[src/rtl/mdu_hilo_if.sv]
// Request/response bundle between the pipeline and the HI/LO multiply-divide unit.
//   start, op, rsvalue, rtvalue : request side, driven by the pipeline (master)
//   busy, done, div_zero, hi, lo: status and result side, driven by the unit (slave)
interface mdu_hilo_if;
  localparam int unsigned DW = 32;

  logic          start;
  logic [2:0]    op;
  logic [DW-1:0] rsvalue;
  logic [DW-1:0] rtvalue;
  logic          busy;
  logic          done;
  logic          div_zero;
  logic [DW-1:0] hi;
  logic [DW-1:0] lo;

  modport master (
    output start, op, rsvalue, rtvalue,
    input  busy, done, div_zero, hi, lo
  );

  modport slave (
    input  start, op, rsvalue, rtvalue,
    output busy, done, div_zero, hi, lo
  );
endinterface

[src/rtl/mdu_hilo.sv]
// HI/LO multiply-divide unit: 32-iteration shift-add multiplier and restoring
// divider writing a 64-bit result into the architectural HI/LO registers,
// plus MTHI/MTLO moves.
// Ports:
//   clk      : clock, all state changes on the rising edge
//   rst      : asynchronous active-high reset
//   bus      : mdu_hilo_if.slave (start/op/rsvalue/rtvalue in;
//              busy/done/div_zero/hi/lo out, all registered)
// Build option:
//   MDU_DIV_EN defined   -> DIV/DIVU perform restoring division.
//   MDU_DIV_EN undefined -> no divider; DIV/DIVU complete one edge after
//                           accept with hi/lo untouched and div_zero low.
module mdu_hilo (
  input  logic      clk,
  input  logic      rst,
  mdu_hilo_if.slave bus
);
  localparam int unsigned DW = 32;
  localparam int unsigned PW = 64;
  localparam int unsigned CW = 5;

  localparam logic [0:0] ST_IDLE = 1'b0;
  localparam logic [0:0] ST_RUN  = 1'b1;

  localparam logic [2:0] OP_MULT  = 3'b000;
  localparam logic [2:0] OP_MULTU = 3'b001;
  localparam logic [2:0] OP_DIV   = 3'b010;
  localparam logic [2:0] OP_DIVU  = 3'b011;
  localparam logic [2:0] OP_MTHI  = 3'b100;
  localparam logic [2:0] OP_MTLO  = 3'b101;

  localparam logic [CW-1:0] LAST_ITER = CW'(DW - 1);

  logic [0:0]    state_q, state_d;
  logic [CW-1:0] cnt_q, cnt_d;
  logic [PW-1:0] acc_q, acc_d;     // product accumulator / division remainder
  logic [PW-1:0] opa_q, opa_d;     // shifting multiplicand / dividend-quotient
  logic [DW-1:0] opb_q, opb_d;     // shifting multiplier / divisor magnitude
  logic          neg_q, neg_d;     // negate product or quotient at the end
  logic          busy_q, busy_d;
  logic          done_q, done_d;
  logic          dz_q, dz_d;
  logic          pend_q, pend_d;   // completion without iteration, due next edge
  logic          pend_dz_q, pend_dz_d;
  logic [DW-1:0] hi_q, hi_d;
  logic [DW-1:0] lo_q, lo_d;

  logic          accept_c;
  logic          signed_op_c;
  logic [DW-1:0] a_mag_c;
  logic [DW-1:0] b_mag_c;
  logic [PW-1:0] prod_c;

`ifdef MDU_DIV_EN
  logic          is_div_q, is_div_d;
  logic          rneg_q, rneg_d;   // negate remainder (dividend was negative)
  logic [DW:0]   rem_sh_c;
  logic [DW:0]   rem_diff_c;
  logic          q_bit_c;
  logic [DW-1:0] rem_c;
`endif

  // Operand conditioning: signed ops work on magnitudes.
  assign accept_c    = bus.start && (state_q == ST_IDLE) && (bus.op[2:1] != 2'b11);
  assign signed_op_c = ~bus.op[0];
  assign a_mag_c     = (signed_op_c && bus.rsvalue[DW-1]) ? (~bus.rsvalue + DW'(1)) : bus.rsvalue;
  assign b_mag_c     = (signed_op_c && bus.rtvalue[DW-1]) ? (~bus.rtvalue + DW'(1)) : bus.rtvalue;

  // Next-state, datapath and output computation.
  always_comb begin
    state_d   = state_q;
    cnt_d     = cnt_q;
    acc_d     = acc_q;
    opa_d     = opa_q;
    opb_d     = opb_q;
    neg_d     = neg_q;
    busy_d    = busy_q;
    done_d    = 1'b0;
    dz_d      = 1'b0;
    pend_d    = 1'b0;
    pend_dz_d = 1'b0;
    hi_d      = hi_q;
    lo_d      = lo_q;
    prod_c    = '0;
`ifdef MDU_DIV_EN
    is_div_d   = is_div_q;
    rneg_d     = rneg_q;
    rem_sh_c   = '0;
    rem_diff_c = '0;
    q_bit_c    = 1'b0;
    rem_c      = '0;
`endif

    // Deferred completion of a non-iterating divide.
    if (pend_q) begin
      done_d = 1'b1;
      dz_d   = pend_dz_q;
    end

    case (state_q)
      ST_IDLE: begin
        if (accept_c) begin
          case (bus.op)
            OP_MULT, OP_MULTU: begin
              state_d = ST_RUN;
              busy_d  = 1'b1;
              cnt_d   = '0;
              acc_d   = '0;
              opa_d   = {{DW{1'b0}}, a_mag_c};
              opb_d   = b_mag_c;
              neg_d   = signed_op_c & (bus.rsvalue[DW-1] ^ bus.rtvalue[DW-1]);
`ifdef MDU_DIV_EN
              is_div_d = 1'b0;
`endif
            end
            OP_DIV, OP_DIVU: begin
`ifdef MDU_DIV_EN
              if (bus.rtvalue == '0) begin
                pend_d    = 1'b1;
                pend_dz_d = 1'b1;
              end else begin
                state_d  = ST_RUN;
                busy_d   = 1'b1;
                cnt_d    = '0;
                acc_d    = '0;
                opa_d    = {{DW{1'b0}}, a_mag_c};
                opb_d    = b_mag_c;
                neg_d    = signed_op_c & (bus.rsvalue[DW-1] ^ bus.rtvalue[DW-1]);
                rneg_d   = signed_op_c & bus.rsvalue[DW-1];
                is_div_d = 1'b1;
              end
`else
              pend_d = 1'b1;
`endif
            end
            OP_MTHI: begin
              hi_d   = bus.rsvalue;
              done_d = 1'b1;
            end
            OP_MTLO: begin
              lo_d   = bus.rsvalue;
              done_d = 1'b1;
            end
            default: ;
          endcase
        end
      end

      ST_RUN: begin
        cnt_d = cnt_q + CW'(1);
`ifdef MDU_DIV_EN
        if (is_div_q) begin
          // Restoring step: shift in next dividend bit, subtract if it fits.
          rem_sh_c   = {acc_q[DW-1:0], opa_q[DW-1]};
          rem_diff_c = rem_sh_c - {1'b0, opb_q};
          q_bit_c    = ~rem_diff_c[DW];
          acc_d      = {{DW{1'b0}}, (q_bit_c ? rem_diff_c[DW-1:0] : rem_sh_c[DW-1:0])};
          opa_d      = {{DW{1'b0}}, opa_q[DW-2:0], q_bit_c};
          if (cnt_q == LAST_ITER) begin
            rem_c = acc_d[DW-1:0];
            lo_d  = neg_q  ? (~opa_d[DW-1:0] + DW'(1)) : opa_d[DW-1:0];
            hi_d  = rneg_q ? (~rem_c + DW'(1)) : rem_c;
          end
        end else
`endif
        begin
          // Shift-add step on the multiplier LSB.
          if (opb_q[0]) begin
            acc_d = acc_q + opa_q;
          end
          opa_d = {opa_q[PW-2:0], 1'b0};
          opb_d = {1'b0, opb_q[DW-1:1]};
          if (cnt_q == LAST_ITER) begin
            prod_c = neg_q ? (~acc_d + PW'(1)) : acc_d;
            hi_d   = prod_c[PW-1:DW];
            lo_d   = prod_c[DW-1:0];
          end
        end
        if (cnt_q == LAST_ITER) begin
          state_d = ST_IDLE;
          busy_d  = 1'b0;
          done_d  = 1'b1;
          dz_d    = 1'b0;
        end
      end

      default: begin
        state_d = ST_IDLE;
        busy_d  = 1'b0;
      end
    endcase
  end

  // State and result registers.
  always_ff @(posedge clk or posedge rst) begin
    if (rst) begin
      state_q   <= ST_IDLE;
      cnt_q     <= '0;
      acc_q     <= '0;
      opa_q     <= '0;
      opb_q     <= '0;
      neg_q     <= 1'b0;
      busy_q    <= 1'b0;
      done_q    <= 1'b0;
      dz_q      <= 1'b0;
      pend_q    <= 1'b0;
      pend_dz_q <= 1'b0;
      hi_q      <= '0;
      lo_q      <= '0;
`ifdef MDU_DIV_EN
      is_div_q  <= 1'b0;
      rneg_q    <= 1'b0;
`endif
    end else begin
      state_q   <= state_d;
      cnt_q     <= cnt_d;
      acc_q     <= acc_d;
      opa_q     <= opa_d;
      opb_q     <= opb_d;
      neg_q     <= neg_d;
      busy_q    <= busy_d;
      done_q    <= done_d;
      dz_q      <= dz_d;
      pend_q    <= pend_d;
      pend_dz_q <= pend_dz_d;
      hi_q      <= hi_d;
      lo_q      <= lo_d;
`ifdef MDU_DIV_EN
      is_div_q  <= is_div_d;
      rneg_q    <= rneg_d;
`endif
    end
  end

  assign bus.busy     = busy_q;
  assign bus.done     = done_q;
  assign bus.div_zero = dz_q;
  assign bus.hi       = hi_q;
  assign bus.lo       = lo_q;
endmodule

[src/flat_wrapper.sv]
// flat-port wrapper written by rule: the top's interface ports become plain ports
module mdu_hilo_flat 
  (clk, rst, bus_start, bus_op, bus_rsvalue, bus_rtvalue, bus_busy, bus_done, bus_div_zero, bus_hi, bus_lo);
  mdu_hilo_if bus_i ();
  input  logic clk;
  input  logic rst;
  input wire logic [$bits(bus_i.start)-1:0] bus_start;
  input wire logic [$bits(bus_i.op)-1:0] bus_op;
  input wire logic [$bits(bus_i.rsvalue)-1:0] bus_rsvalue;
  input wire logic [$bits(bus_i.rtvalue)-1:0] bus_rtvalue;
  output wire logic [$bits(bus_i.busy)-1:0] bus_busy;
  output wire logic [$bits(bus_i.done)-1:0] bus_done;
  output wire logic [$bits(bus_i.div_zero)-1:0] bus_div_zero;
  output wire logic [$bits(bus_i.hi)-1:0] bus_hi;
  output wire logic [$bits(bus_i.lo)-1:0] bus_lo;
  assign bus_i.start = bus_start;
  assign bus_i.op = bus_op;
  assign bus_i.rsvalue = bus_rsvalue;
  assign bus_i.rtvalue = bus_rtvalue;
  assign bus_busy = bus_i.busy;
  assign bus_done = bus_i.done;
  assign bus_div_zero = bus_i.div_zero;
  assign bus_hi = bus_i.hi;
  assign bus_lo = bus_i.lo;
  mdu_hilo u_core (.clk(clk), .rst(rst), .bus(bus_i));
endmodule
[config.mk]
export PLATFORM = sky130hd
export DESIGN_NAME = mdu_hilo_flat
export DESIGN_NICKNAME = d
export VERILOG_FILES = /design/src/rtl/mdu_hilo_if.sv /design/src/rtl/mdu_hilo.sv /design/src/flat_wrapper.sv
export SDC_FILE = /design/constraint.sdc
export NUM_CORES = 1
export LEC_CHECK = 0
export CAP_MARGIN = 20
export CORE_MARGIN = 5
export CORE_UTILIZATION = 44
export CTS_CLUSTER_SIZE = 16
export DETAILED_ROUTE_END_ITERATION = 10
export GPL_TIMING_DRIVEN = 1
export HOLD_SLACK_MARGIN = 0.05
export PLACE_DENSITY = 0.62
export SETUP_SLACK_MARGIN = 0.05
export SYNTH_ARGS = -nofsm -noshare
export SYNTH_HDL_FRONTEND = slang
export SYNTH_SLANG_ARGS = --single-unit
[constraint.sdc]
create_clock -name clk -period 10.2 [get_ports clk]
set_clock_uncertainty 0.2 [all_clocks]
set_input_delay 2.04 -clock clk [delete_from_list [all_inputs] [get_ports clk]]
set_output_delay 2.04 -clock clk [all_outputs]
set_load 0.02 [all_outputs]
# Yosys cells after proc, flatten, opt, wreduce, memory -nomap -nowiden
# Cells that the tools add are included.
# op_classes
reduce_logical	13
eq_ne	12
mul	0
bitwise	7
n_mux	41
n_div	0
n_shift	0
magnitude_cmp	0
add_sub_neg	5
# ops
operator	count
2-to-1 mux 64 bit	7
2-to-1 mux 32 bit	10
case mux 64 bit (2 select lines)	2
case mux 32 bit (2 select lines)	3
adder 32 x 1 -> 32 bit (second input constant)	2
adder 64 x 1 -> 64 bit (second input constant)	1
adder 64 bit	1
inverter 32 bit	2
inverter 64 bit	1
2-to-1 mux 1 bit	13
AND reduction 3 bit	4
2-to-1 mux 5 bit	2
inequality test 2 bit (second input constant)	5
case mux 5 bit (2 select lines)	1
equality test 3 x 2 -> 1 bit (second input constant)	2
equality test 3 bit (second input constant)	2
case mux 1 bit (2 select lines)	3
OR reduction 2 bit	3
adder 5 x 1 -> 5 bit (second input constant)	1
equality test 5 bit (second input constant)	1
logical AND 1 bit	4
equality test 3 x 1 -> 1 bit (second input constant)	1
zero test 3 bit	1
inequality test 2 x 1 -> 1 bit (second input constant)	1
other kinds (4)	5
# word_totals
wordCells	89
out_inout_bits	67
n_memories	0
mem_bits_ro	0
regBits	234
input_bits	70
latch_bits	0
mem_bits_rw	0

# Longest topological paths before layout
# Gate-level depths: netlist of the first run.
# logic_depth
ltp_word	8
ltp_mapped	16
depth_no_buf	16

# Worst setup path before layout of the first run
# Ideal clock, no wire load.
# synth_path
path_kind	input port to flip-flop
start	in bus_rtvalue[12]
end	reg u_core.opb_q[29]
arrival_ps	4307
path_buffers	0
stages	10
setup_ps	135
path_slack_ps	5558
required_ps	9865
cell_sequence	or4_1 -> or3_1 -> nor3_1 -> nand2b_1 -> or3_1 -> nor4_1 -> and2_1 -> a21oi_1 -> xnor2_1 -> o21ai_0
# synth_via
elab_chain_len	6
# synth_rtl
element	line_no	source
start: declaration	flat_wrapper.sv:10	input wire logic [$bits(bus_i.rtvalue)-1:0] bus_rtvalue;
inverter 32 bit	mdu_hilo.sv:67	assign b_mag_c = (signed_op_c && bus.rtvalue[DW-1]) ? (~bus.rtvalue + DW'(1)) : bus.rtvalue;
adder 32 x 1 -> 32 bit	mdu_hilo.sv:67	
2-to-1 mux 32 bit	mdu_hilo.sv:67	
2-to-1 mux 32 bit	mdu_hilo.sv:103	case (bus.op)
2-to-1 mux 32 bit	mdu_hilo.sv:102	if (accept_c) begin
case mux 32 bit (2 select lines)	mdu_hilo.sv:100	case (state_q)
end signal: assignment	mdu_hilo.sv:219	opb_q <= opb_d;
end: declaration	mdu_hilo.sv:38	logic [DW-1:0] opb_q, opb_d;
# Every way passes these cells. The select of a mux whose other input is x is not followed.
# A chain may end at the register's enable or synchronous reset.

# Final worst setup path of the first run
# layout_path
start	reg u_core.acc_q[0]
end	reg u_core.hi_q[27] (netlist: u_core.bus.hi[27])
# layout_via
elab_chain_len	8
# layout_rtl
element	line_no	source
start: declaration	mdu_hilo.sv:36	logic [PW-1:0] acc_q, acc_d;
start signal: assignment	mdu_hilo.sv:199	acc_q <= '0;
start signal: assignment	mdu_hilo.sv:217	acc_q <= acc_d;
adder 64 bit	mdu_hilo.sv:169	acc_d = acc_q + opa_q;
2-to-1 mux 64 bit (*)	mdu_hilo.sv:168	if (opb_q[0]) begin
2-to-1 mux 64 bit (*)	mdu_hilo.sv:100	
inverter 64 bit	mdu_hilo.sv:174	prod_c = neg_q ? (~acc_d + PW'(1)) : acc_d;
adder 64 x 1 -> 64 bit	mdu_hilo.sv:174	
2-to-1 mux 64 bit (*)	mdu_hilo.sv:174	
2-to-1 mux 32 bit (*)	mdu_hilo.sv:173	if (cnt_q == LAST_ITER) begin
case mux 32 bit (2 select lines) (*)	mdu_hilo.sv:100	
end signal: assignment	mdu_hilo.sv:226	hi_q <= hi_d;
end: declaration	mdu_hilo.sv:45	logic [DW-1:0] hi_q, hi_d;
# Every way passes the cells marked *; elsewhere a longest branch is shown, timed or not. The select of a mux whose other input is x is not followed.

==> results of run 1 <==
[cell type report]
cell class                 instances  area share [%]
multi-input combinational       1907           55.61
clock buffer                      46           4.209
inverter                          31          0.6065
timing repair buffer             160           7.520
sequential                       234           28.42
clock inverter                     6          0.4063
tap                              532           3.226
[worst register-to-register path, stage by stage (launching register included)]
cell	delay, ns
dfrtp_1	0.37
ha_1	0.24
inv_1	0.08
fa_1	0.44
nor2b_4	0.20
o31a_1	0.27
o21ai_0	0.25
a21boi_0	0.78
o21ai_0	0.34
and3_1	0.27
a311oi_1	0.38
nand4_1	0.23
nor3_1	0.49
nand4_1	0.41
o31ai_1	0.38
xor2_1	0.19
o22ai_1	0.10
[worst min path at each step]
stage,depth (start not counted),end
2_1_floorplan,1,u_core.bus.done
3_3_place_gp,1,u_core.bus.done
3_5_place_dp,1,u_core.bus.done
4_1_cts,1,u_core.bus.done
5_1_grt,1,u_core.bus.done
6_report,1,u_core.bus.done
[per-layer routing]
layer / routed length [µm] / vias to the layer above
met5: 0 / -
met4: 2128 / 0
met3: 6189 / 106
met2: 27790 / 824
met1: 31710 / 8935
li1: - / 8608
[per-stage QoR]
step / total power, mW / utilization, % / cells / hold slack [ns] / worst slack, ns
after floorplan: 4.436 / - / 2317 / 0.2129 / 1.542
after global placement: 5.875 / 48.41 / 2864 / 0.2505 / 4.670
after detailed placement: 5.917 / 48.41 / 2864 / 0.2419 / 4.601
after CTS: 7.018 / 50.76 / 2916 / 0.2663 / 4.545
after global routing: 7.566 / 50.76 / 2916 / 0.3049 / 4.005
final: 7.103 / 50.76 / 2916 / 0.2718 / 4.470
[kinds of logic after synthesis]
family	Yosys count
AOI/OAI and AO/OA	798
xor gates and xnor gates	121
adders and majority gates	69
buffers and inverters	176
DFF	234
muxes	50
other	1
and+or+nand+nor	868
[registers in the layout, indices dropped and copies added (netlist names)]
name and count:
u_core.acc_q 64, u_core.opa_q 64, u_core.bus.hi 32, u_core.bus.lo 32, u_core.opb_q 32, u_core.cnt_q 5, u_core.bus.busy 1, u_core.bus.done 1
u_core.neg_q 1, u_core.pend_q 1, u_core.state_q 1
[cell usage in the layout, fill, tap and decap left out, types with 31 or more instances in the layout]
master | netlist | routed
nand2_1 | 355 | 355
a21oi_1 | 241 | 241
o21ai_0 | 233 | 233
dfrtp_1 | 234 | 232
nor2_1 | 175 | 173
clkdlybuf4s50_1 | 0 | 135
nor3_1 | 70 | 69
ha_1 | 68 | 68
xnor2_1 | 61 | 61
xor2_1 | 60 | 60
nand3_1 | 49 | 49
mux2i_1 | 41 | 41
o22ai_1 | 38 | 38
nand4_1 | 36 | 36
a31oi_1 | 32 | 32
a21o_1 | 31 | 31
[power breakdown]
group	total [mW]	switching, mW	internal (mW)
logic	4.28	2.74	1.54
registers	1.76	0.439	1.33
clock network	1.06	0.449	0.607
total	7.10	3.63	3.47
==> results.md, run 1 <==
- Status: completed
- RSZ-0062 raised after global routing: false
- Chip width: 212.2 µm
- Per-cell routed wire length: 23.26 µm
- Syn nets: 2456
- Clock Latency Late Sink: 0.61 ns
- Nets: 2501
- Synthesis-to-finish area growth: 14.74%
- Gr usage total: 29.36%
- Reg2Reg Setup Slack: 4.47 ns
- Reg-to-reg startpoint: u_core.acc_q[0]
- Hold Crit Class: register to register
- Antenna violations before repair: 0
- Seq. cell area: 5863 µm²
- CP max FO: 7
- Cell Rows: 74
- Global Route met2 Usage: 41.74%
- Critical path depth: 16
- Initial Util: 44.24%
- Design area: 20630 µm²
- Synth area leaders: dfrtp_1 33%, nand2_1 7.4%, a21oi_1 6.7%, o21ai_0 6.5%, ha_1 4.7%
- Mean Syn Cell Area: 7.760 µm²
- Primary FF master, synth: dfrtp_1
- Synth cell types: 88
- Clock transition at path regs: 0.07 ns
- DRC: 0
- Slew Limit Fails: 0
- Setup violators final: 0
- Vias in the first global route: 17300
- Family with the most delay on the worst path: compound AO/OA/AOI/OAI gates
- First-pass GRT wire length: 104300 µm
- Top cells by count, synth: 355 x nand2_1, 241 x a21oi_1, 234 x dfrtp_1, 233 x o21ai_0, 175 x nor2_1
- Busiest grt layer: met1
- Syn. warnings: 0
- Post-synth top area share: 32.57%
- CP Class: register to register
- Number of synthesized flops with an enable pin: 0
- Yosys top cell by area: dfrtp_1
- DP Wirelength: 50420 µm
- Via/cell ratio: 6.335
- Share of layout cells above drive strength 1: 5.117%
- Ant. Diodes: 0
- Ports: 137
- Area of the multi-input gates: 11470 µm²
- PwrDens: 344.3 nW/µm²
- Worst rel slew slack: 29.68%
- Critical path's largest stage delay: 0.78 ns
- Mapped Cells: 2317
- CP Data Required Time: 10.49 ns
- Synth Area in Simple Gates: 22.83%
- Type of origin of the critical path: register
- CTS tree: done
- Worst setup EP type: register
- Die area: 45010 µm²
- Worst setup path end: u_core.bus.hi[27]
- Grt ovf: 0
- Worst r2r dst: u_core.bus.hi[27]
- Crit. Startpoint: u_core.acc_q[0]
- Port bufs: 135
- Post-DP Area: 19680 µm²
- Crit path cell chain: ha_1, inv_1, fa_1, nor2b_4, o31a_1, o21ai_0, a21boi_0, o21ai_0, and3_1, a311oi_1, nand4_1, nor3_1, nand4_1, o31ai_1, xor2_1, o22ai_1
- Slowest CP cell: a21boi_0
- Register bit total from synthesis: 234
- First-pass detailed-route iteration total: 8
- Seq/Total Area, Yosys: 32.57%
- Mux contribution to synthesized area: 2.846%
- Crit path arrival time: 6.02 ns
- Max Clk Rate: 174.5 MHz
- Fin crit period: 5.730 ns
- Final Hold Vio Count: 0
- Post-CTS Resized: 0
- Filler cell count: 3929
- Peak supply drop: 0.1857 mV
- Worst-margin pin slew: 1.055 ns
- H-Tree Depth: 1
- Iteration-0 DRC Markers: 1927
- Clock Sinks: 234
- Most common cell in the synthesized netlist: nand2_1
- XOR/XNOR Fraction of Synth Area: 5.894%
- Clock Tree Root: clkbuf_16
- Gpl congestion: 0.9723
- GR Util met1: 45.25%
- Clock tree buffer depth: 3
- Via count: 18470
- Hold_sp: u_core.pend_q
- Largest net degree at the start of global routing: 123
- Lkg Pwr: 8.396 nW
- Syn Std Cell Area: 17980 µm²
- Async set-or-reset flop fraction in the synthesized netlist: 100.0%
- Total Wirelength: 67820 µm
- CP Buf/Inv Count: 1
- Post-CTS Setup Repair Bufs: 0
- Detail Route Antenna Nets: 0
- Cts hold-fix bufs: 0
- Met3 Use GR: 6.079%
- CTS buffer count: 28
- Worst reg-to-reg path cell count: 16
- Total Neg Setup Slack: 0 ns
- Final period utilization: 56.18%
- Largest family of logic cells by synthesized area: compound AO/OA/AOI/OAI gates
- Maxcap violations: 0
- Die Ht: 212.2 µm
- Post-Synth Adder-Cell Area: 4.843%
- Post-synthesis compound-gate area fraction: 27.27%
- CORE AREA: 40650 µm²
No activity file was read; power rests on OpenSTA's default activity.
==> run 2, diff against run 1 <==
PLACE_DENSITY = 0.64   (was 0.62)
clock period = 5.1 ns   (was 10.2 ns; I/O delays follow)
==> results.md, run 2 (same netlist as run 1, synthesis figures left out) <==
- Status: completed
- DRC: 0
- Detail Route Antenna Nets: 0
- CP Class: register to register
- Design area: 21630 µm²
- Crit path arrival time: 5.22 ns
- Per-cell routed wire length: 23.25 µm
- CTS tree: done
- Most common cell after layout, fill and taps aside: nand2_1
- Slew Limit Fails: 0
- Seq. cell area: 5863 µm²
- Die Ht: 212.2 µm
- Area of the multi-input gates: 11580 µm²
- Ant. Diodes: 0
- PwrDens: 695.0 nW/µm²
- Cell Rows: 74
- Chip width: 212.2 µm
- Post-DP Area: 20490 µm²
- Clock Latency Late Sink: 0.61 ns
- Gpl congestion: 1.017
- H-Tree Depth: 1
- Antenna violations before repair: 0
- Ports: 137
- Worst rel slew slack: 21.00%
- Total Neg Setup Slack: 0 ns
- Worst reg-to-reg path cell count: 15
- Via/cell ratio: 6.323
- Maxcap violations: 0
- Reg2Reg Setup Slack: 0.17 ns
- Largest registers: u_core.acc_q (64), u_core.opa_q (64)
- Clock Sinks: 234
- Gr usage total: 30.30%
- Busiest grt layer: met1
- Global Route met2 Usage: 44.39%
- Setup violators final: 0
- Met3 Use GR: 6.419%
- Worst hold path cell count: 2
- Hold EP: u_core.opb_q[6]
- Fin crit period: 4.935 ns
- Die area: 45010 µm²
- Clock Tree Root: clkbuf_16
- DP Wirelength: 52570 µm
- Grt ovf: 0
- First-pass detailed-route iteration total: 6
- Hold Crit Class: register to register
- Clock tree buffer depth: 3
- Port bufs: 135
- Type of origin of the critical path: register
- Clock transition at path regs: 0.06 ns
- Max Clk Rate: 202.7 MHz
- Lkg Pwr: 8.946 nW
- Reg-to-reg startpoint: u_core.opa_q[14]
- Worst setup EP type: register
- Final Hold Vio Count: 0
- Cts hold-fix bufs: 0
- Via count: 19090
- Worst r2r dst: u_core.bus.hi[30]
- Share of layout cells above drive strength 1: 9.650%
- Hold_sp: u_core.opb_q[7]
- Initial Util: 44.24%
- Total Wirelength: 70190 µm
- GR Util met1: 45.23%
- First-pass GRT wire length: 107400 µm
- Final period utilization: 96.76%
- Nets: 2605
- CP Data Required Time: 5.39 ns
- Peak supply drop: 0.3947 mV
- Filler cell count: 3880
- Iteration-0 DRC Markers: 2327
- CORE AREA: 40650 µm²
- Most frequent cells in the layout: 355 x nand2_1, 239 x a21oi_1, 232 x dfrtp_1
- CTS buffer count: 29
- RSZ-0062 raised after global routing: true
- Worst-margin pin slew: 1.185 ns
- CP max FO: 4
- Largest net degree at the start of global routing: 110
- Synthesis-to-finish area growth: 20.29%
- Vias in the first global route: 17920
## run 2: changes by cell type in the layout (fill, tap and decap cells not counted), sizes merged
cell	before	now
inv	30	29
buf	25	128
clkinv	6	9
clkbuf	46	39
clkinvlp	0	2
bufinv	1	4
## run 2: layer usage
layer  vias to the layer above  routed length, µm
met5                         -                  0
met4                         0               2318
li1                       8819                  -
met1                      9166              31200
met2                       975              29600
met3                       129               7066
## run 2: worst max-delay path, stage by stage (launching register included)
cell,delay [ns]
dfrtp_1,0.47
ha_1,0.38
nand2_1,0.10
o21ai_0,0.44
o211ai_1,0.20
o21ai_1,0.42
buf_4,0.21
a31oi_1,0.15
o31a_1,0.36
xor2_1,0.23
a31o_2,0.23
or3b_1,0.41
or3_1,0.42
o311ai_4,0.33
o21ai_1,0.10
a22o_1,0.18
## run 2: layout make-up
cell class                 count  area share, %
timing repair buffer         263          11.10
clock buffer                  39          3.760
clock inverter                13         0.8446
multi-input combinational   1907          53.55
sequential                   234          27.11
inverter                      31         0.5611
tap                          532          3.077
## run 2: power by group
group | leakage, nW | internal (mW) | total [mW] | switching [mW]
combinational | 5.46 | 3.55 | 9.26 | 5.70
sequential | 2.99 | 2.65 | 3.57 | 0.917
clock | 0.493 | 1.32 | 2.21 | 0.889
total | 8.95 | 7.52 | 15.0 | 7.51
## run 2: through the flow
step	worst slack (ns)	utilization [%]	total power [mW]	std cells	hold slack, ns
2_1_floorplan	0.5465	-	8.872	2317	0.2129
3_3_place_gp	0.2060	50.41	12.36	2962	0.2431
3_5_place_dp	0.09250	50.41	12.45	2962	0.2604
4_1_cts	0.06220	52.86	14.76	3014	0.2809
5_1_grt	0.03173	53.21	15.94	3019	0.2873
6_report	0.1654	53.21	15.03	3019	0.2808
## run 2: how the worst max path moves through the flow
| stage | startpoint | endpoint | slack (ns) | cells after the start |
|---|---|---|---|---|
| final | u_core.opa_q[14] | u_core.bus.hi[30] | 0.17 | 15 |
| after global routing | u_core.opa_q[2] | u_core.bus.hi[11] | 0.03 | 17 |
| after CTS | u_core.opa_q[0] | u_core.bus.hi[23] | 0.06 | 19 |
| after detailed placement | u_core.opa_q[0] | u_core.bus.hi[23] | 0.09 | 19 |
| after global placement | u_core.opa_q[0] | u_core.bus.hi[23] | 0.21 | 19 |
| after floorplan | u_core.opa_q[0] | u_core.bus.hi[30] | 0.55 | 16 |
## run 2: timing repair
item                                    4_1_cts  5_1_grt
setup buffers                                 0        5
gates resized for setup                       0       26
endpoints found under the setup margin        0       31
hold endpoints to repair                      0        0
==> edit, RTL diff (settings of run 1) <==
Build with the macro `MDU_DIV_EN` defined.
--- a/src/rtl/mdu_hilo.sv
+++ b/src/rtl/mdu_hilo.sv
@@ -10,6 +10,8 @@
 //   MDU_DIV_EN defined   -> DIV/DIVU perform restoring division.
 //   MDU_DIV_EN undefined -> no divider; DIV/DIVU complete one edge after
 //                           accept with hi/lo untouched and div_zero low.
+`define MDU_DIV_EN
+
 module mdu_hilo (
   input  logic      clk,
   input  logic      rst,
Formal check against the unedited RTL: not equivalent (a bounded check fails within 4 cycles, from zero or initial values and one cycle with rst high).
==> edit against run 1 <==
Worst setup slack worse by 1.5 ns; synthesized area is 35% higher; worst hold slack worse by 0.016 ns; total power is 61% higher; cell area is 32% higher; core utilization is 1.2 points lower; routed wire length is 79% higher; sequential share of layout area is 6.5 points lower; highest routed layer is now met5; global-route usage is 9.4 points higher; sequential cell count is 3 higher; synthesized cell count is 41% higher.
==> edit: results (changes against run 1) <==
| Metric | Value |
|---|---|
| Wire per inst | `30.28 µm (+30%)` |
| Post-synth top cells | `nand2_1, o21ai_0, a21oi_1, nor2_1, dfrtp_1` |
| Global-route wire length before repair | `175200 µm (+68%)` |
| Flop2flop setup slack | `2.92 ns (-1.55 ns)` |
| First-pass DRT Iterations | `7 (-1)` |
| Worst-path maximum fanout | `47 (+40)` |
| Relative slew slack | `0.2443 (-0.05245)` |
| CP max stage cell | `nor3b_1` |
| Vias | `27780 (+50%)` |
| Max VDD drop | `0.0002443 V (+32%)` |
| Slowest Stage Delay on Critical Path | `0.73 ns (-0.05 ns)` |
| Switching Share | `0.6029 (+0.09151)` |
| Outcome | `complete, no violations` |
| Worst Reg2Reg Path Length in Cells | `23 (+7)` |
| WP data arrival | `7.51 ns (+1.49 ns)` |
| Fill count | `5401 (+37%)` |
| Initial antenna violation count | `9 (+9)` |
| Largest net degree at the start of global routing | `151 (+23%)` |
| Layout cells sized above 1 | `0.06259 (+0.01142)` |
| Gr usage total | `0.3878 (+0.09420)` |
| Hold_ws | `0.2557 ns (-0.01613 ns)` |
| Placed cell areas | `25980 µm² (+32%)` |
| Synth unique cells | `105 (+19%)` |
| I/O Buffers | `136 (+0.74%)` |
| Worst-skew pair later-pin latency | `0.58 ns (-0.03 ns)` |
| Vias in the first global route | `25170 (+45%)` |
| Ranking of synthesized cells by area | `dfrtp_1, o21ai_0, nand2_1, a21oi_1, ha_1` |
| Reg2reg start | `u_core.opb_q[0]` |
| Cts bufs inserted | `34 (+21%)` |
| Post-synth top area share | `0.2451 (-0.08059)` |
## edit: per-layer routing
layer | vias up | GRT usage | wire length (µm)
li1 | 12250 | - | -
met1 | 13510 | 0.5610 | 51570
met2 | 1721 | 0.5586 | 49430
met3 | 296 | 0.09814 | 14790
met4 | 6 | 0.1426 | 5248
met5 | - | 0 | 46
## edit: cells by family after synthesis
logic type	synth area share
buffers and inverters	0.04932
adders and majority gates	0.05439
AOI/OAI and AO/OA	0.3193
DFF	0.2451
muxes	0.02813
xor gates and xnor gates	0.06116
and+or+nand+nor	0.2426
## edit: through the flow
step                utilization  setup slack [ns]  cells
global placement         0.4739             3.131   3927
global route             0.4953             2.577   3995
finish                   0.4955             2.921   3999
CTS                      0.4948             3.099   3990
detailed placement       0.4744             3.121   3931
floorplan                     -             1.457   3264
## edit: worst max path at each step
stage	from	endpoint	slack, ns	cells past startpoint
after global placement	u_core.opb_q[0]	u_core.bus.hi[26]	3.13	23
after floorplan	rst	u_core.acc_q[0]	1.46	1
final	u_core.opb_q[0]	u_core.bus.hi[26]	2.92	23
after global routing	u_core.opb_q[0]	u_core.bus.hi[26]	2.58	23
after CTS	u_core.opb_q[0]	u_core.bus.hi[26]	3.10	23
after detailed placement	u_core.opb_q[0]	u_core.bus.hi[26]	3.12	23
## edit: worst max-delay path: cells and delay by family (launching register included)
kind | cells | cell delay (ns)
xor gates and xnor gates | 1 | 0.19
buffers and inverters | 4 | 0.68
adders and majority gates | 3 | 0.96
AOI/OAI and AO/OA | 7 | 1.61
and+or+nand+nor | 8 | 2.80
DFF | 1 | 0.68
## edit: cell type report
type	count	area share
diodes	4	0.0003688
clock buffers	49	0.03637
clock inverters	10	0.004795
inverters	86	0.01217
multi-input cells	2724	0.6310
flip-flops and latches	237	0.2190
well taps	704	0.03246
repair buffers	185	0.06381
## edit: power by group through the flow
stage,clock [mW],sequential (mW),combinational (mW)
5_1_grt,1.28,1.95,8.66
3_3_place_gp,0,1.90,7.86
3_5_place_dp,0,1.91,7.91
6_report,1.23,1.95,8.24
4_1_cts,1.24,1.90,7.94
2_1_floorplan,0,1.68,4.91
